--- config.mk ---
export PLATFORM = sky130hd
export DESIGN_NAME = cdb_arbiter
export DESIGN_NICKNAME = d
export VERILOG_FILES = /design/src/rtl/cdb_pkg.sv /design/src/rtl/cdb_src_fifo.sv /design/src/rtl/cdb_arbiter.sv
export SDC_FILE = /design/constraint.sdc
export NUM_CORES = 1
export LEC_CHECK = 0
export CAP_MARGIN = 20
export CORE_ASPECT_RATIO = 1.75
export CORE_MARGIN = 2
export CORE_UTILIZATION = 35
export CTS_CLUSTER_DIAMETER = 50
export DETAILED_ROUTE_END_ITERATION = 16
export REMOVE_ABC_BUFFERS = 1
export SLEW_MARGIN = 10
export SYNTH_ARGS = -nofsm -noshare
export SYNTH_HDL_FRONTEND = slang
export SYNTH_SLANG_ARGS = --single-unit
--- constraint.sdc ---
create_clock -name clk -period 5.2 [get_ports clk]
set_clock_uncertainty 0.2 [all_clocks]
set_input_delay 1.3 -clock clk [delete_from_list [all_inputs] [get_ports clk]]
set_output_delay 1.3 -clock clk [all_outputs]
set_load 0.01 [all_outputs]
--- src/rtl/cdb_pkg.sv ---
// cdb_pkg: shared types and widths for the common data bus (CDB).
// A CDB packet is {rob_tag, value}; sources are integer, branch, load/store.
package cdb_pkg;

  localparam int CDB_W     = 38;
  localparam int ROB_TAG_W = 6;
  localparam int DATA_W    = 32;
  localparam int SRC_W     = 2;

  typedef struct packed {
    logic [ROB_TAG_W-1:0] rob_tag;
    logic [DATA_W-1:0]    value;
  } cdb_pkt_t;

  typedef enum logic [SRC_W-1:0] {
    SRC_INT = 2'd0,
    SRC_BR  = 2'd1,
    SRC_LS  = 2'd2
  } cdb_src_e;

  // Build a packet from its fields
  function automatic cdb_pkt_t pack_pkt(input logic [ROB_TAG_W-1:0] tag,
                                        input logic [DATA_W-1:0]    value);
    cdb_pkt_t p;
    p.rob_tag = tag;
    p.value   = value;
    return p;
  endfunction

endpackage

--- src/rtl/cdb_src_fifo.sv ---
// cdb_src_fifo: per-source circular completion FIFO.
// Head data is read combinationally so the arbiter can register it in the
// same cycle it grants. A push into a full FIFO is accepted only when the
// head is popped on the same edge; otherwise it is dropped and flagged.
module cdb_src_fifo
  import cdb_pkg::*;
#(
  parameter int WIDTH = CDB_W,
  parameter int DEPTH = 4
) (
  input  logic                     clk,
  input  logic                     reset,
  input  logic                     flush,
  input  logic                     push,
  input  logic                     pop,
  input  logic [WIDTH-1:0]         push_data,
  output logic [WIDTH-1:0]         head_data,
  output logic [$clog2(DEPTH):0]   count,
  output logic                     empty,
  output logic                     overflow
);

  localparam int PTR_W = $clog2(DEPTH);
  localparam int CNT_W = PTR_W + 1;

  logic [WIDTH-1:0] mem_reg [DEPTH];
  logic [PTR_W-1:0] rd_ptr_reg;
  logic [PTR_W-1:0] wr_ptr_reg;
  logic [CNT_W-1:0] count_reg;
  logic [CNT_W-1:0] count_next;
  logic             full;
  logic             do_push;
  logic             do_pop;

  assign full      = (count_reg == CNT_W'(DEPTH));
  assign empty     = (count_reg == '0);
  assign do_pop    = pop && !empty;
  assign do_push   = push && (!full || do_pop);
  assign overflow  = push && full && !do_pop;
  assign head_data = mem_reg[rd_ptr_reg];
  assign count     = count_reg;

  // Occupancy after this edge's push/pop
  always_comb begin
    count_next = count_reg;
    if (do_push && !do_pop) begin
      count_next = count_reg + CNT_W'(1);
    end else if (do_pop && !do_push) begin
      count_next = count_reg - CNT_W'(1);
    end
  end

  // Pointers and count; depth is a power of two so pointers wrap naturally
  always_ff @(posedge clk or negedge reset) begin
    if (!reset) begin
      rd_ptr_reg <= '0;
      wr_ptr_reg <= '0;
      count_reg  <= '0;
    end else if (flush) begin
      rd_ptr_reg <= '0;
      wr_ptr_reg <= '0;
      count_reg  <= '0;
    end else begin
      if (do_push) wr_ptr_reg <= wr_ptr_reg + PTR_W'(1);
      if (do_pop)  rd_ptr_reg <= rd_ptr_reg + PTR_W'(1);
      count_reg <= count_next;
    end
  end

  // Storage write; contents need no reset since the count gates validity
  always_ff @(posedge clk) begin
    if (do_push && !flush) begin
      mem_reg[wr_ptr_reg] <= push_data;
    end
  end

endmodule

--- src/rtl/cdb_arbiter.sv ---
// cdb_arbiter: shares one registered CDB among NUM_SRC execution units.
// Each unit feeds its own cdb_src_fifo; a round-robin arbiter pops one
// non-empty head per cycle into the CDB output register.
// Optional macro CDB_BRANCH_PRIORITY_EN: the BRANCH_SRC FIFO wins whenever it
// is non-empty and its grants leave the round-robin pointer untouched.
module cdb_arbiter #(
  parameter int NUM_SRC    = 3,
  parameter int FIFO_DEPTH = 4,
  parameter int CDB_W      = 38,
  parameter int BRANCH_SRC = 1
) (
  input  logic                     clk,
  input  logic                     reset,
  input  logic                     flush,
  input  logic [NUM_SRC-1:0]       req_valid,
  input  logic [NUM_SRC*CDB_W-1:0] req_data,
  output logic [NUM_SRC-1:0]       req_stall,
  output logic                     cdb_valid,
  output logic [CDB_W-1:0]         cdb_data,
  output logic [1:0]               cdb_src,
  output logic                     overflow
);

  import cdb_pkg::*;

  localparam int CNT_W = $clog2(FIFO_DEPTH) + 1;

  logic [NUM_SRC-1:0] empty_vec;
  logic [NUM_SRC-1:0] nonempty;
  logic [NUM_SRC-1:0] fifo_ovf;
  logic [NUM_SRC-1:0] pop_vec;
  logic [CNT_W-1:0]   count_arr [NUM_SRC];
  logic [CDB_W-1:0]   head_arr  [NUM_SRC];

  logic [SRC_W-1:0]   last_grant_reg;
  logic               cdb_valid_reg;
  logic [CDB_W-1:0]   cdb_data_reg;
  logic [SRC_W-1:0]   cdb_src_reg;
  logic               overflow_reg;

  logic [SRC_W-1:0]   cand;
  logic               rr_valid;
  logic [SRC_W-1:0]   rr_idx;
  logic               grant_valid;
  logic               grant_is_rr;
  logic [SRC_W-1:0]   grant_idx;
  logic [CDB_W-1:0]   grant_data;

  genvar gi;
  generate
    for (gi = 0; gi < NUM_SRC; gi++) begin : g_src
      cdb_src_fifo #(
        .WIDTH (CDB_W),
        .DEPTH (FIFO_DEPTH)
      ) u_fifo (
        .clk       (clk),
        .reset     (reset),
        .flush     (flush),
        .push      (req_valid[gi] && !flush),
        .pop       (pop_vec[gi]),
        .push_data (req_data[gi*CDB_W +: CDB_W]),
        .head_data (head_arr[gi]),
        .count     (count_arr[gi]),
        .empty     (empty_vec[gi]),
        .overflow  (fifo_ovf[gi])
      );

      assign nonempty[gi]  = !empty_vec[gi];
      // One entry of slack for a unit that samples stall a cycle late
      assign req_stall[gi] = (count_arr[gi] >= CNT_W'(FIFO_DEPTH - 1));
      assign pop_vec[gi]   = grant_valid && !flush && (grant_idx == SRC_W'(gi));
    end
  endgenerate

  // Round-robin search starting just after the last granted source
  always_comb begin
    rr_valid = 1'b0;
    rr_idx   = '0;
    cand     = '0;
    for (int k = 1; k <= NUM_SRC; k++) begin
      cand = SRC_W'((int'(last_grant_reg) + k) % NUM_SRC);
      if (!rr_valid && nonempty[cand]) begin
        rr_valid = 1'b1;
        rr_idx   = cand;
      end
    end
  end

  // Final grant: optional branch override on top of round-robin
  always_comb begin
    grant_valid = rr_valid;
    grant_idx   = rr_idx;
    grant_is_rr = rr_valid;
`ifdef CDB_BRANCH_PRIORITY_EN
    if (nonempty[BRANCH_SRC]) begin
      grant_valid = 1'b1;
      grant_idx   = SRC_W'(BRANCH_SRC);
      grant_is_rr = 1'b0;
    end
`endif
  end

  // Select the winning FIFO head
  always_comb begin
    grant_data = '0;
    for (int i = 0; i < NUM_SRC; i++) begin
      if (grant_idx == SRC_W'(i)) grant_data = head_arr[i];
    end
  end

  // CDB output register, round-robin pointer and sticky overflow
  always_ff @(posedge clk or negedge reset) begin
    if (!reset) begin
      cdb_valid_reg  <= 1'b0;
      cdb_data_reg   <= '0;
      cdb_src_reg    <= '0;
      last_grant_reg <= SRC_W'(NUM_SRC - 1);
      overflow_reg   <= 1'b0;
    end else begin
      if (|fifo_ovf) overflow_reg <= 1'b1;
      if (flush) begin
        cdb_valid_reg <= 1'b0;
      end else begin
        cdb_valid_reg <= grant_valid;
        if (grant_valid) begin
          cdb_data_reg <= grant_data;
          cdb_src_reg  <= grant_idx;
        end
        if (grant_is_rr) last_grant_reg <= grant_idx;
      end
    end
  end

  assign cdb_valid = cdb_valid_reg;
  assign cdb_data  = cdb_data_reg;
  assign cdb_src   = cdb_src_reg;
  assign overflow  = overflow_reg;

endmodule

## Yosys cells after proc, flatten, opt, wreduce, memory -nomap -nowiden

Memory sizes are Yosys's and may differ from the RTL's.
Index checks and enable logic that the tools add are counted.

| storage, ports and cells | value |
|---|---|
| flip-flop bits (word level) | 65 |
| memory bits (writable) | 456 |
| input port bits | 120 |
| output and inout bits | 45 |
| word-level logic and storage cells | 153 |
| memories | 3 |

| cells by class | value |
|---|---|
| add/subtract/negate cells | 15 |
| div/mod/pow operators | 3 |
| $lt $le $gt $ge | 6 |
| equality and inequality tests | 5 |
| muxes and demuxes | 43 |
| bitwise operators | 1 |
| reduce and logical (&&, ||, !) cells | 63 |

Memories:

| name | words | width | read ports | clocked after memory_dff | wr ports | line | text |
|---|---|---|---|---|---|---|---|
| g_src[0].u_fifo.mem_reg | 4 | 38 | 1 | 0 | 1 | cdb_src_fifo.sv:26 | `logic [WIDTH-1:0] mem_reg [DEPTH];` |
| g_src[1].u_fifo.mem_reg | 4 | 38 | 1 | 0 | 1 | cdb_src_fifo.sv:26 |  |
| g_src[2].u_fifo.mem_reg | 4 | 38 | 1 | 0 | 1 | cdb_src_fifo.sv:26 |  |

Operators with widths:

| operator | count |
|---|---|
| 38-bit 2-to-1 mux | 3 |
| 32-bit by 3-bit modulo with 32-bit output, second input constant | 3 |
| 1-bit logical AND | 30 |
| 2-bit 2-to-1 mux | 15 |
| 3-bit 2-to-1 mux | 9 |
| 1-bit logical NOT | 15 |
| 1-bit 2-to-1 mux | 13 |
| 2-bit by 1-bit adder with 2-bit output, second input constant | 6 |
| 2-bit nonzero test | 6 |
| 3-bit by 1-bit adder with 3-bit output, second input constant | 3 |
| 3-bit == test, second input constant | 3 |
| 3-bit by 2-bit >= comparator with 1-bit output, second input constant | 3 |
| 3-bit logical NOT | 3 |
| 2-bit by 3-bit less-than comparator with 1-bit output, second input constant | 3 |
| 3-bit nonzero test | 3 |
| 3-bit by 1-bit subtractor with 3-bit output, second input constant | 3 |
| 2-bit by 2-bit adder with 3-bit output, second input constant | 2 |
| 1-bit binary-select mux with 2-bit select | 3 |
| 2-bit by 1-bit adder with 3-bit output, second input constant | 1 |
| 1-bit logical OR | 3 |
| 3-bit OR reduction | 1 |
| 2-bit by 1-bit == test with 1-bit output, second input constant | 1 |
| 2-bit == test, second input constant | 1 |
| 2-bit logical NOT | 1 |
| 2 further kinds | 2 |

## Logic depth before layout (Yosys ltp)

Gate-level depths: netlist of the first run.

| logic depth | value |
|---|---|
| depth after elaboration | 21 |
| gate-level depth with buffers | 14 |
| depth with buffers taken out | 12 |

## Cells and area by module

From an unflattened synthesis of the first run, not the netlist that was laid out.

| unflattened totals | value |
|---|---|
| cell total of the unflattened synthesis | 1063 |
| area, all modules | 20961.4 um^2 |

By module, submodules not included:

| module | times used | cells each | area an instance (um^2) | sequential area each (um^2) |
|---|---|---|---|---|
| cdb_src_fifo | 3 | 261 | 6055.8 | 4739.5 |
| cdb_arbiter | 1 | 280 | 2793.9 | 1077.3 |

## Worst setup path after synthesis of the first run

OpenSTA, ideal clock, no wires.

| timing path | value |
|---|---|
| path kind | register to register |
| from | register last_grant_reg[1] |
| to | memory g_src[2].u_fifo.mem_reg[0][0] (netlist name), enable pin |
| setup time | 399 ps |
| arrival time | 3126 ps |
| required time | 4601 ps |
| path slack | 1475 ps |
| cell stages (with the launch flop) | 12 |
| buffers on the path | 3 |
| period minus slack after synthesis | 3725 ps |
| cells stage by stage | dfstp_2 > inv_1 > ha_1 > buf_4 > nor2b_1 > o21ai_4 > and3_2 > buf_6 > a211o_4 > buf_6 > a21oi_1 > and2_1 |

| between the ends | value |
|---|---|
| cells in the longest elaborated chain, start to end | 19 |
| elaborated cells on any way between the ends | 31 |
| classes of those cells | add/sub (3); div (3); eq/ne (1); mux (14); reduce/logical (10) |

Ends and longest elaborated chain:

| element | line | text |
|---|---|---|
| start, declared | cdb_arbiter.sv:35 | `logic [SRC_W-1:0] last_grant_reg;` |
| start signal, assigned | cdb_arbiter.sv:117 | `last_grant_reg <= SRC_W'(NUM_SRC - 1);` |
| start signal, assigned | cdb_arbiter.sv:129 | `if (grant_is_rr) last_grant_reg <= grant_idx;` |
| 2-bit by 1-bit adder with 3-bit output | cdb_arbiter.sv:81 | `cand = SRC_W'((int'(last_grant_reg) + k) % NUM_SRC);` |
| 32-bit by 3-bit modulo with 32-bit output | cdb_arbiter.sv:81 |  |
| 1-bit binary-select mux with 2-bit select | cdb_arbiter.sv:82 | `if (!rr_valid && nonempty[cand]) begin` |
| 1-bit 2-to-1 mux (implied by the code) | cdb_arbiter.sv:82 |  |
| 1-bit 2-to-1 mux | cdb_arbiter.sv:82 |  |
| 1-bit logical NOT | cdb_arbiter.sv:82 |  |
| 1-bit logical AND | cdb_arbiter.sv:82 |  |
| 1-bit 2-to-1 mux | cdb_arbiter.sv:82 |  |
| [... 3 more ...] | -- |  |
| 2-bit == test or 1-bit logical AND (tied branches) | cdb_arbiter.sv:71 | `assign pop_vec[gi] = grant_valid && !flush && (grant_idx == SRC_W'(gi));` |
| 1-bit logical AND * | cdb_arbiter.sv:71 |  |
| 1-bit logical AND * | cdb_src_fifo.sv:37 | `assign do_pop = pop && !empty;` |
| 1-bit logical OR * | cdb_src_fifo.sv:38 | `assign do_push = push && (!full \|\| do_pop);` |
| 1-bit logical AND * | cdb_src_fifo.sv:38 |  |
| 1-bit logical AND * | cdb_src_fifo.sv:72 | `if (do_push && !flush) begin` |
| 1-bit 2-to-1 mux * | cdb_src_fifo.sv:72 |  |
| 1-bit 2-to-1 mux (implied by the code) * | cdb_src_fifo.sv:73 | `mem_reg[wr_ptr_reg] <= push_data;` |
| end, declared | cdb_src_fifo.sv:26 |  |

Mark *: on every way between the ends. The rest lies on a longest branch, timed or not. The select of a mux whose other input is x is not followed.

## Worst setup path after layout of the first run

| timing path | value |
|---|---|
| from | register last_grant_reg[0] |
| to | memory g_src[2].u_fifo.mem_reg[3][7] (netlist name), enable pin |

The elaborated chain is that of the path after synthesis.

==> results of run 1 <==
-- final cells by class --
class                   instances  area (um2)  area share (%)
multi-input cells             422        4800            19.6
clock buffers                  61        1240            5.06
well taps                     773         967            3.95
repair buffers                193        1910            7.78
flip-flops and latches        520       15300            62.5
clock inverters                27         185           0.756
inverters                      24        90.1           0.368
-- Yosys cell counts, types with 3 or more instances --
cell / instances
sky130_fd_sc_hd__nand2_1: 20
sky130_fd_sc_hd__mux2_2: 4
sky130_fd_sc_hd__dfrtp_1: 63
sky130_fd_sc_hd__fa_1: 3
sky130_fd_sc_hd__nor2b_1: 4
sky130_fd_sc_hd__nand3_1: 11
sky130_fd_sc_hd__buf_2: 13
sky130_fd_sc_hd__a22oi_1: 62
sky130_fd_sc_hd__or3_1: 4
sky130_fd_sc_hd__mux2i_1: 15
sky130_fd_sc_hd__a21oi_1: 14
sky130_fd_sc_hd__o22ai_1: 3
sky130_fd_sc_hd__buf_4: 7
sky130_fd_sc_hd__o21ai_0: 31
sky130_fd_sc_hd__nor3_1: 8
sky130_fd_sc_hd__nand2b_1: 3
sky130_fd_sc_hd__a211oi_1: 5
sky130_fd_sc_hd__buf_6: 4
sky130_fd_sc_hd__mux4_2: 114
sky130_fd_sc_hd__and2_1: 14
sky130_fd_sc_hd__o21ai_1: 9
sky130_fd_sc_hd__inv_1: 22
sky130_fd_sc_hd__a21o_1: 3
sky130_fd_sc_hd__clkbuf_1: 32
sky130_fd_sc_hd__o211ai_1: 7
sky130_fd_sc_hd__nor2_1: 21
sky130_fd_sc_hd__xnor2_1: 3
sky130_fd_sc_hd__edfxtp_1: 456
sky130_fd_sc_hd__ha_1: 16
-- worst max-delay path: cells and delay by family (launching register included) --
family	cells	cell delay (ps)
simple gates	3	1100
compound gates	3	880
fa+ha+maj	1	530
buf+inv	2	440
flops	1	400
-- routing by layer --
layer | up-vias | routed length, um
met1 | 5621 | 20300
met4 | 8 | 1050
met2 | 291 | 28200
li1 | 4566 | -
met3 | 75 | 2300
met5 | - | 57
-- metrics by stage --
| stage | total power, mW | area (um2) | std cells |
|---|---|---|---|
| after floorplan | 7.67 | 20100 | 966 |
| after global placement | 9.34 | 23100 | 1932 |
| after detailed placement | 9.41 | 23100 | 1932 |
| after CTS | 12.7 | 24500 | 2020 |
| after global routing | 13.1 | 24500 | 2020 |
| final | 12.5 | 24500 | 2020 |
-- placed cells by master, fill, tap and decap left out, drive strengths merged, types with 9 or more instances in the layout --
| cell type | synthesis | routed |
|---|---|---|
| clkdlybuf4s50 | 0 | 163 |
| clkinv | 1 | 17 |
| o21ai | 42 | 42 |
| nor2 | 21 | 21 |
| nand3 | 11 | 11 |
| a21oi | 14 | 14 |
| dfrtp | 63 | 63 |
| a22oi | 62 | 62 |
| buf | 26 | 30 |
| ha | 16 | 16 |
| nor3 | 9 | 9 |
| mux2i | 15 | 15 |
| nand2 | 20 | 20 |
| mux4 | 114 | 114 |
| clkbuf | 32 | 61 |
| and2 | 14 | 14 |
| inv | 23 | 29 |
| edfxtp | 456 | 456 |
-- where the power goes --
part           internal, mW  leakage, nW  switching, mW
clock                  1.75        0.689           1.51
sequential             5.02         4.94          0.404
combinational          1.67         2.29           2.17
total                  8.44         7.92           4.09
-- cells by family after synthesis --
kind of cell / Yosys count
DFF: 520
and+or+nand+nor: 104
AOI/OAI and AO/OA: 161
adders and majority gates: 19
xor gates and xnor gates: 5
buffers and inverters: 82
muxes: 133
-- worst max path at each step --
stage | from | end | cells past startpoint
6_report | last_grant_reg[0]$_DFFE_PN0N_ | g_src[2].u_fifo.mem_reg[3][7]$_DFFE_PP_ | 9
5_1_grt | last_grant_reg[0]$_DFFE_PN0N_ | g_src[2].u_fifo.mem_reg[3][7]$_DFFE_PP_ | 9
4_1_cts | last_grant_reg[0]$_DFFE_PN0N_ | g_src[2].u_fifo.mem_reg[3][7]$_DFFE_PP_ | 9
3_5_place_dp | flush | g_src[2].u_fifo.mem_reg[3][31]$_DFFE_PP_ | 6
3_3_place_gp | flush | g_src[2].u_fifo.mem_reg[3][31]$_DFFE_PP_ | 6
2_1_floorplan | last_grant_reg[0]$_DFFE_PN0N_ | g_src[1].u_fifo.count[2]$_DFFE_PN0P_ | 11
==> run summary, run 1 <==
The run finished with clean final reports. After synthesis, the share of cell area in mux cells is 13.5%. Of the cells placed in the final design, the portion with a size suffix greater than 1 is 20.4%. Buffers placed on the I/O ports in this run total 164. The end of the worst register-to-register path was g_src[2].u_fifo.mem_reg[3][7]$_DFFE_PP_. The run gives 2 as the number of H-tree levels.

The leading area contributor after synthesis is sky130_fd_sc_hd__edfxtp_1. The setup check on the worst reg-to-reg path leaves a slack of 1320 ps. After Yosys synthesis, and, or, nand and nor cells account for 2.72% of the synthesized area.

In the synthesized netlist the async set-or-reset flop fraction comes to 12.3%. The average footprint of a synthesized cell was 20.0 um2. Dividing the detail-routed via count by the number of cells gives 5.23. Startpoint of the worst hold path: cdb_data[9]$_DFFE_PN0N_. The top cell type by area accounts for 67.0% of the synthesized area. The remaining number of nets flagged by the antenna check after routing is 0.

The tools report the via count of the first global-routing pass as 11200. The tools report the core footprint as 58000 um2. At the worst endpoint, the required time is 5250 ps. Yosys mapped a number of flops with a built-in enable equal to 456. The run gives 258 MHz as the highest clock frequency the design can meet. TritonCTS built the clock tree.

Met1 track demand over resource: 20.7%. Of the total synthesized cell area, the portion taken by XOR and XNOR cells is 0.214%. At the end of routability-driven placement, the weighted congestion stood at 0.817. The number of inserted diodes is 0, and the aggregate routed wire length is 51800 um.

The netlist uses 71 different library cells. For this run, the slowest stage of the critical path takes 550 ps. For this run, the number of Yosys warnings is 0.

Hold timing on the final database bottoms out at a slack of 321 ps. No sink is reached through more buffers than the 3 on the longest clock path. After synthesis the netlist holds a flip-flop and latch count of 520.

In this run the critical register-to-register path is launched from last_grant_reg[0]$_DFFE_PN0N_. Clock-pin slew was measured on the worst setup and hold paths at 60 ps. The logs give 1320 ps for the final setup slack of the worst path and 0 for the count of max-cap constraint violations. Setup repair after global routing left no endpoint under its margin. Root buffer cell: sky130_fd_sc_hd__clkbuf_16. Measured slew at the worst slew-check pin: 938 ps. By area, the combinational part of the netlist is dominated by multiplexers. Summed over all cells, the static leakage comes to 7.92 nW.

The routed layout has 10600 vias. For this block, the initial DRC count from the detailed router was 849. The post-route minimum period was 3880 ps.

Once layout is complete, the utilization of the core stands at 42.3%. The number of flip-flops under the largest register name is 456, and the chip height is 324 um. The total number of placement rows was 117. The worst setup path is captured at a flop.

TritonCTS created 47 clock buffers. For the worst setup path, the data arrival time is 3930 ps. Headroom to the max-slew limit came out at 37.5%. For the number of hold violations in the final report, the log shows 0.

In the final timing run, aggregate negative setup slack is 0 ps. At the end of the flow, the number of nets in the layout was 1347. The tools report the startpoint class of the critical path as a flop.

The die covers 60400 um2. The slowest stage cell on the critical path is sky130_fd_sc_hd__and2_2. Yosys attributes the largest share of cell area to sky130_fd_sc_hd__edfxtp_1 67%, sky130_fd_sc_hd__mux4_2 13%, sky130_fd_sc_hd__dfrtp_1 7.7%. Before CTS, the worst setup slack after placement is 1160 ps. Entering global routing, the biggest net connects 52 pins.

The worst vdd rail ir drop was 0.280 mV; the total power per unit cell area was 511 nW/um2. The run gives 4 as the number of antenna violations at the first check in global routing. The number of cells on the worst hold path came out at 2.

For this run, design rule violations remaining after detail routing come to 0. The count of cells along the worst register-to-register path is 9. Number of ports placed on the die boundary: 165.

Summing the areas of all compound-gate instances in the mapped netlist gives 5.55% of the synthesized area. The layer with the highest usage after global routing was met2. Global routing used 32.2% of the available met2 tracks. After filler insertion, the fill cell instance count of the layout stands at 5173.

The logs give 580 ps for the insertion delay of the later-clocked pin in the worst-skew pair and 0 for the post-CTS setup-driven buffer insertion count. The number of hold buffers added after CTS was 0; the combined area of all synthesized cells was 20400 um2. The detailed-route wire length per cell is 25.7 um. For the max-slew violation count, the log shows 0. Walking the worst path, the cells encountered are inv_1 -> ha_1 -> nor2b_1 -> o21ai_4 -> and3_2 -> a211o_4 -> a21oi_1 -> and2_2 -> buf_4. Global-route wire length before repair: 75400 um.

In this run the worst hold path is classified as reg2reg. The logs give 0 for the post-cts sizing count and 2.36% for the met3 demand-to-capacity share in global routing. The setup-violating endpoint count in the final report is 0.

The worst-case hold path end point was cdb_data[9]$_DFFE_PN0N_. In the finished design, the share of the clock period the worst path needs comes to 74.6%. The area overhead of the layout relative to synthesis was 19.9%; the adder-cell share of the synthesized area was 1.27%. Class of the most critical setup path: reg2reg. For this run, the total global-route usage over all layers was measured as 17.2%.

The logs give 74.9% for the post-synthesis sequential area ratio and 34700 um for the final HPWL from detailed placement. For this configuration, the core starts out at a cell density of 35.2%. The total iterations of the first detailed-routing run is 7, and the clock sink count is 520. Summed over all layers, the global routing overflow is 0.

After technology mapping, the gate count stands at 1024. The die is 187 um wide. In this run the worst path has a maximum fanout of 16. Among all flip-flop cells after synthesis, the most frequent one is sky130_fd_sc_hd__edfxtp_1.
Power figures use the tool's default switching activity.
==> run 2: changes to the inputs <==
==> constraint.sdc (replaced) <==
create_clock -name clk -period 3.8 [get_ports clk]
set_clock_uncertainty 0.2 [all_clocks]
set_input_delay 0.95 -clock clk [delete_from_list [all_inputs] [get_ports clk]]
set_output_delay 0.95 -clock clk [all_outputs]
set_load 0.01 [all_outputs]
==> run 2 against run 1 <==
Against the previous run: utilization increased by 0.29 points; combinational power increased by 35%; flip-flop and latch count unchanged; largest power group unchanged; wire length decreased by 3.3%; setup slack got worse by 990 ps; largest cell class unchanged; critical path depth increased by 1; sequential power increased by 37%.
==> run summary, run 2 (synthesized netlist as in run 1, its figures left out) <==
The flow ran to the end, and the final reports show no timing, DRC or antenna violations. The run gives 0 as the max-slew violation count. For the number of hold violations in the final report, the log shows 0.

In the final layout, the share of cells above drive strength 1 is 20.6%. Data arrives at the worst endpoint at 3720 ps. The run gives 1353 as the final net count. After legalization and detailed placement, the total HPWL measured 32900 um. TritonCTS built the clock tree.

The tools report the number of hold buffers added after CTS as 0. The total iterations of the first detailed-routing run is 4, and the number of H-tree levels is 2. For this design, the sink count on the clock tree is 520. From synthesis to final layout, the design area changed by 20.7%.

For the number of buffers added by the clock tree synthesis step, the log shows 46. The critical path starts at last_grant_reg[0]$_DFFE_PN0N_. The critical path is of the reg2reg type. The first global-routing pass estimated 73800 um of wire. Total leakage power: 7.97 nW. The via count of the first global-routing pass is 11200, and the measured slew at the worst slew-check pin is 1070 ps. The detailed-route wire length per cell was 24.7 um; the core footprint was 58000 um2.

The later pin in the worst-skew pair is clocked with a latency of 570 ps. Walking the worst path, the cells encountered are inv_1 -> ha_1 -> and2b_1 -> o21ai_4 -> and3_2 -> a211o_4 -> nor3b_1 -> fa_1 -> or3_2 -> o311ai_0. After detailed placement, the design holds a cell count of 1939. During I/O placement, the number of pins put on the boundary was 165. For the cell area after placement, the log shows 23200 um2. In this run the critical register-to-register path is launched from last_grant_reg[0]$_DFFE_PN0N_. The floorplan has 117 rows. Leaving out filler cells and counting taps, the final layout contains 2030.

In this design, the stage delay of the slowest critical-path cell is 520 ps. The tightest min-delay check is of the in2async type. The count of max-cap constraint violations is 0, and the total power per unit cell area is 692 nW/um2.

The final critical-path share of the clock period came out at 91.3%. The floorplan step set the die width to 187 um. STA classifies the critical path startpoint as a flop. The number of flip-flops under the largest register name was 456; the total number of vias was 10500. The clock transition at the registers of the reported paths was 70 ps. The via density per instance was 5.15; the leftover overflow at the end of global routing was 0. Gates resized during post-CTS repair numbered 0.

Of all nets on the critical path, the largest fanout is 12. The routed design has 50100 um of wire. VDD sags by at most 0.347 mV.

Setup violations remaining at the end of the flow were counted as 0. The number of antenna violations at the first check in global routing is 10. Leaving out fill and tap cells, the most frequent cell in the layout is sky130_fd_sc_hd__edfxtp_1. Measured along the y axis, the die boundary spans 324 um. The worst slew margin relative to its limit is 28.9%, and the count of input and output buffers is 164.

For the area of all placed cells without fillers, the log shows 24700 um2. STA classifies the critical path endpoint as a flop. In this run the post-CTS setup repair buffer count came out at 0. The total of fill cells in the finished design was 5157. The run gives 4060 ps as the required time of the critical path. The number of buffers and inverters on the critical path came out at 1.

The kind of cell with the highest combined delay along the critical path is simple AND/OR/NAND/NOR gates. Entering global routing, the biggest net connects 41 pins. Once the floorplan was initialized, standard cells occupied 35.2% of the core. In the layout the commonest cells are 456 x sky130_fd_sc_hd__edfxtp_1, 163 x sky130_fd_sc_hd__clkdlybuf4s50_1, 114 x sky130_fd_sc_hd__mux4_2. After detailed routing, the number of remaining DRC violations is 0. Counting I/O delays and the setup requirement, the final critical path takes 3470 ps. The area of the die came out at 60400 um2. The tree is rooted in a sky130_fd_sc_hd__clkbuf_16. Slowest stage cell on the critical path: sky130_fd_sc_hd__ha_1.

After the first detailed-routing iteration, the DRC count stood at 702. The remaining number of nets flagged by the antenna check after routing came out at 0. The run gives 0.833 as the placer's final routability congestion estimate.

Setup repair after global routing left no endpoint under its margin. For this run, the top clock speed supported by timing is 288 MHz. The number of buffers on the longest clock path was 3.

Across every metal layer, demand over resource in global routing totals 16.7%.
-- run 2: changes by cell type in the layout (fill, tap and decap cells not counted), sizes merged --
cell,delta
buf,+7
clkbuf,+7
diode,+6
clkinv,-5
inv,-4
bufinv,-1
-- run 2: layout make-up --
class | instances | area, um2 | share of cell area, %
flip-flops and latches | 520 | 15300 | 62.1
well taps | 773 | 967 | 3.92
inverters | 24 | 90.1 | 0.365
clock buffers | 68 | 1320 | 5.33
diodes | 6 | 15.0 | 0.0609
repair buffers | 200 | 2060 | 8.35
clock inverters | 17 | 109 | 0.441
multi-input cells | 422 | 4800 | 19.4
-- run 2: where the power goes --
group / internal, mW / switching [mW] / total (mW)
registers: 6.87 / 0.572 / 7.44
clock network: 2.41 / 2.04 / 4.45
logic: 2.36 / 2.83 / 5.19
total: 11.6 / 5.44 / 17.1
-- run 2: worst register-to-register path, cell delays in order (launching register included) --
cell	delay, ps
sky130_fd_sc_hd__dfrtp_1	410
sky130_fd_sc_hd__inv_1	100
sky130_fd_sc_hd__ha_1	520
sky130_fd_sc_hd__and2b_1	260
sky130_fd_sc_hd__o21ai_4	190
sky130_fd_sc_hd__and3_2	290
sky130_fd_sc_hd__a211o_4	140
sky130_fd_sc_hd__nor3b_1	220
sky130_fd_sc_hd__fa_1	470
sky130_fd_sc_hd__or3_2	460
sky130_fd_sc_hd__o311ai_0	100
-- run 2: per-stage QoR --
step	hold slack, ps	power (mW)	worst slack [ps]	TNS [ps]	util (%)
floorplan	312	10.5	-284	-500	-
global placement	311	12.7	405	0	40.1
detailed placement	317	12.8	326	0	40.1
CTS	140	17.3	329	0	42.5
global route	175	17.9	119	0	42.5
finish	149	17.1	331	0	42.5
-- run 2: final timing paths --
path / to / slack [ps] / depth (start not counted)
setup / recovery: g_src[2].u_fifo.count[1]$_DFFE_PN0P_ / 330 / 10
hold / removal: cdb_data[34]$_DFFE_PN0N_ / 150 / 1
setup reg to reg: g_src[2].u_fifo.count[1]$_DFFE_PN0P_ / 330 / 10
hold reg to reg: cdb_data[23]$_DFFE_PN0N_ / 320 / 2
max in group asynchronous: cdb_data[17]$_DFFE_PN0N_ / 2530 / 2
min in group clk: cdb_data[23]$_DFFE_PN0N_ / 320 / 2
-- run 2: metal layers --
layer	share of wire [%]	up-vias	track usage, %	wire length, um
li1	-	4582	-	-
met1	37	5517	18.9	18600
met5	0.11	-	0	54
met3	4.6	72	2.91	2310
met4	2.7	8	6.67	1360
met2	56	273	31.2	27800
